==> src/rtl/dmni_mem_arbiter.sv <==
// dmni_mem_arbiter: shares one scratchpad port between CPU and DMNI DMA with a DMA burst quota.
module dmni_mem_arbiter #(
  parameter int DMA_QUOTA = 8
) (
  input  logic        clk_i,
  input  logic        rst_i,
  input  logic        cpu_req_i,
  input  logic [3:0]  cpu_we_i,
  input  logic [31:0] cpu_addr_i,
  input  logic [31:0] cpu_data_i,
  output logic        cpu_gnt_o,
  output logic        cpu_rvalid_o,
  output logic [31:0] cpu_data_o,
  input  logic        dma_req_i,
  input  logic [3:0]  dma_we_i,
  input  logic [31:0] dma_addr_i,
  input  logic [31:0] dma_data_i,
  output logic        dma_gnt_o,
  output logic        dma_rvalid_o,
  output logic [31:0] dma_data_o,
  output logic        mem_en_o,
  output logic [3:0]  mem_we_o,
  output logic [31:0] mem_addr_o,
  output logic [31:0] mem_data_o,
  input  logic [31:0] mem_data_i
);
  localparam int CW = $clog2(DMA_QUOTA + 1);
  localparam logic [CW-1:0] QUOTA = CW'(DMA_QUOTA);
  typedef enum logic [1:0] {OWN_NONE, OWN_CPU, OWN_DMA} owner_e;
  logic [CW-1:0] run_cnt_q, run_cnt_d;
  owner_e rd_owner_q, rd_owner_d;
  logic dma_win;
  always_comb begin
    dma_win = dma_req_i & (~cpu_req_i | (run_cnt_q < QUOTA));
    dma_gnt_o = ~rst_i & dma_win;
    cpu_gnt_o = ~rst_i & cpu_req_i & ~dma_win;
    mem_en_o = cpu_gnt_o | dma_gnt_o;
    mem_we_o = cpu_gnt_o ? cpu_we_i : dma_gnt_o ? dma_we_i : '0;
    mem_addr_o = cpu_gnt_o ? cpu_addr_i : dma_gnt_o ? dma_addr_i : '0;
    mem_data_o = cpu_gnt_o ? cpu_data_i : dma_gnt_o ? dma_data_i : '0;
    run_cnt_d = (dma_gnt_o & cpu_req_i) ? ((run_cnt_q == QUOTA) ? QUOTA : run_cnt_q + 1'b1) : '0;
    rd_owner_d = (cpu_gnt_o && cpu_we_i == '0) ? OWN_CPU : (dma_gnt_o && dma_we_i == '0) ? OWN_DMA : OWN_NONE;
    // a read in flight when reset hits is dropped; the requester re-issues
    cpu_rvalid_o = ~rst_i & (rd_owner_q == OWN_CPU);
    dma_rvalid_o = ~rst_i & (rd_owner_q == OWN_DMA);
    cpu_data_o = mem_data_i;
    dma_data_o = mem_data_i;
  end
  always_ff @(posedge clk_i) begin
    if (rst_i) begin
      run_cnt_q <= '0;
      rd_owner_q <= OWN_NONE;
    end else begin
      run_cnt_q <= run_cnt_d;
      rd_owner_q <= rd_owner_d;
    end
  end
endmodule

==> config.mk <==
export PLATFORM = sky130hd
export DESIGN_NAME = dmni_mem_arbiter
export DESIGN_NICKNAME = d
export VERILOG_FILES = /design/src/rtl/dmni_mem_arbiter.sv
export SDC_FILE = /design/constraint.sdc
export NUM_CORES = 1
export LEC_CHECK = 0
export BUFFER_PORTS_ARGS = -buffer_cell sky130_fd_sc_hd__buf_2
export CAP_MARGIN = 5
export CORE_AREA = 4 4 120 122
export CTS_CLUSTER_DIAMETER = 120
export DETAILED_ROUTE_END_ITERATION = 8
export DIE_AREA = 0 0 124 126
export SYNTH_ARGS = -nofsm -noshare
export SYNTH_HDL_FRONTEND = slang
export SYNTH_SLANG_ARGS = --single-unit
==> constraint.sdc <==
create_clock -name clk_i -period 4.5 [get_ports clk_i]
set_clock_uncertainty 0.1 [all_clocks]
set_input_delay 0.9 -clock clk_i [delete_from_list [all_inputs] [get_ports clk_i]]
set_output_delay 0.9 -clock clk_i [all_outputs]
set_load 0.1 [all_outputs]
==> results.toml <==
[logic_synthesis]
synth_nets = 351
yosysTopAreaCellShare_pct = 38.8
synth.distinct_cells = 19
avgSynthCellArea_um2 = 8.67
ys.flop_type = "dfxtp_1"
synthesis.yosys.warnings = 0
ys_seq_area_share_pct = 7.83
netlist_instances = 177
ys_ff_latch = 6
syn-cell-area_um2 = 1530
yosysMostFrequentCell = "a22o_1"
synth_top_area_cell = "a22o_1"
synth_edf_count = 0
synth_top_cells_by_area = "a22o_1 39%, buf_4 31%, buf_6 11%"
synth-async-reset-ratio_pct = 0
synthTopCellsByCount = "68 x a22o_1, 64 x buf_4, 15 x buf_6"

[detailed_routing]
routed_wl_um = 6430
viasPerCell = 3.73
first_iter_violations = 34
wl_per_cell_um = 13.0
drcViolationCount = 0
ant_nets = 0
dr.pass1.iters = 4
vias = 1841

[timing]
holdWs_ps = 346
finalHoldViolations = 0
finalCriticalPeriod_ps = 3410
final-setup-viol-count = 0
relSlewSlack_pct = 66.4
worst_pin_slew_ps = 507
period_share_pct = 75.9
maxSlewViolCount = 0
timing.fmax_ghz = 0.293
tns_ps = 0
rsz0062_at_grt = "no"

[layout]
drive_gt1_share_pct = 70.3
ff_latch_area_um2 = 120
multi_input_area_um2 = 753
fin_util_pct = 17.2
n_antenna_cell = 0
layout.nets = 493
area_growth_pct = 48.0
fillers = 1503

[cts]
cts.sink_count = 6
cts_buffers = 3
postCtsSetupBuffers = 0
cts_tree = "yes"
cts_root_buf = "clkbuf_16"
clk_path_buf_depth = 2
htreeDepth = 1
holdBufCountCts = 0
cts.clk_slew.worst_paths_ps = 30
cts-resized-gates = 0
clk_latency_ps = 220

[min_path]
hold_path.class = "reg -> reg"
hp-start = "run_cnt_q[2]"
min_path_cells = 2
holdPathEnd = "run_cnt_q[3]"

[power]
leakagePower_nw = 1.34
power_density_nw_per_um2 = 280
swShare_pct = 58.4
p_switching_uw = 372
power_frac_seq_pct = 8.6
p_clk_share_pct = 22.0
vdd_drop_max_mv = 0.111
intPower_uw = 265
p_comb_share_pct = 69.4

[worst_setup_path]
end_kind = "output pin"
path_max_fanout = 38
rrSetupSlack_ps = 3030
max_stage_delay_ps = 430
cp_slowest_cell = "buf_2"
path_cells = "buf_2 > nor2b_2 > nor2b_4 > buf_4 > a22o_1 > buf_2"
required_ps = 3500
timing.rr.end = "rd_owner_q[0]"
critPathKind = "in -> out"
path_delay_family = "buffers and inverters"
path_common_cell = "buf_2"
reg2reg_depth = 4
cp.buffers_inverters = 3
r2r_start = "run_cnt_q[3]"
arrival_ps = 2410
cp-start-kind = "input pin"

[global_route]
busiest_layer = "met2"
grt_use_met3_pct = 1.84
grt_overflow = 0
grt_use_met2_pct = 13.8
gr-usage-met1_pct = 6.81
grt_use_total_pct = 6.98
grt_start_max_net_pins = 39
antenna_found_initial = 0
grt_pass1_vias = 1831
grt_pass1_wl_um = 8830

[floorplan]
die-area_um2 = 15600
die_w_um = 124
start_util_pct = 11.6
rows = 42
fp.dieH_um = 126
core_area_um2 = 13200
num_io_pins = 309

[placed_design]
post-dp-hpwl_um = 5510
gp_congestion = 0.709
port_buffers = 212

[flow_run]
maxCapViolCount = 0

[outcome]
status = "completed"
-- power by group through the flow --
stage / Sequential, mW / Combinational (mW) / Clock, mW
2_1_floorplan: 0.0553 / 0.615 / 0
3_3_place_gp: 0.0555 / 0.444 / 0
3_5_place_dp: 0.0555 / 0.444 / 0
4_1_cts: 0.0547 / 0.444 / 0.144
5_1_grt: 0.0548 / 0.460 / 0.147
6_report: 0.0547 / 0.442 / 0.140
-- flip-flops by register name (all words and copies together) (netlist names) --
| signal | flops |
|---|---|
| rd_owner_q | 2 |
| run_cnt_q | 4 |
-- worst reg2reg max path: stages (launching register included) --
cell	delay [ps]
dfxtp_1	350
and2b_1	250
nor2b_4	130
buf_4	350
and2_1	220
-- per-stage QoR --
stage,total power [mW],instance area [um^2],setup slack (ps),instances
2_1_floorplan,0.670,1530,388,177
5_1_grt,0.661,2270,990,493
6_report,0.637,2270,1090,493
3_3_place_gp,0.499,2200,1130,490
4_1_cts,0.643,2270,1080,493
3_5_place_dp,0.499,2200,1090,490
-- logic make-up (layout without fill, tap and decap cells) --
group | after synthesis | after routing | synth area share [%]
AOI/OAI and AO/OA | 69 | 69 | 40.1
xor gates and xnor gates | 1 | 1 | 0.571
adders and majority gates | 2 | 2 | 1.63
buffers and inverters | 82 | 222 | 43.1
DFF | 6 | 6 | 7.83
and+or+nand+nor | 17 | 17 | 6.77
-- cell usage in the layout (no fill, tap or decap), drive strengths merged --
| master | count |
|---|---|
| a211oi | 1 |
| a22o | 68 |
| and2 | 2 |
| and2b | 1 |
| and3 | 1 |
| buf | 216 |
| clkbuf | 3 |
| dfxtp | 6 |
| ha | 2 |
| inv | 3 |
| nand2 | 1 |
| nand3 | 1 |
| nor2 | 5 |
| nor2b | 2 |
| nor3b | 2 |
| nor4 | 2 |
| xnor2 | 1 |
-- how the worst max path moves through the flow --
stage / depth (start not counted) / slack, ps / start / end
after floorplan: 1 / 390 / rst_i / cpu_rvalid_o
after global placement: 6 / 1130 / cpu_req_i / mem_data_o[30]
after detailed placement: 6 / 1090 / cpu_req_i / mem_addr_o[7]
after CTS: 6 / 1080 / cpu_req_i / mem_data_o[30]
after global routing: 6 / 990 / cpu_req_i / mem_data_o[30]
final: 6 / 1090 / cpu_req_i / mem_addr_o[7]
-- cell type report --
class	instances	area share [%]
timing repair buffer	216	48.0
multi-input combinational	89	33.2
tap	176	9.70
sequential	6	5.29
clock buffer	3	3.31
inverter	3	0.496
-- metal layers --
metal	routed length [um]	vias up
li1	-	876
met1	2110	796
met2	3280	150
met3	910	19
met4	130	0
met5	0	-
Power figures use the tool's default switching activity.
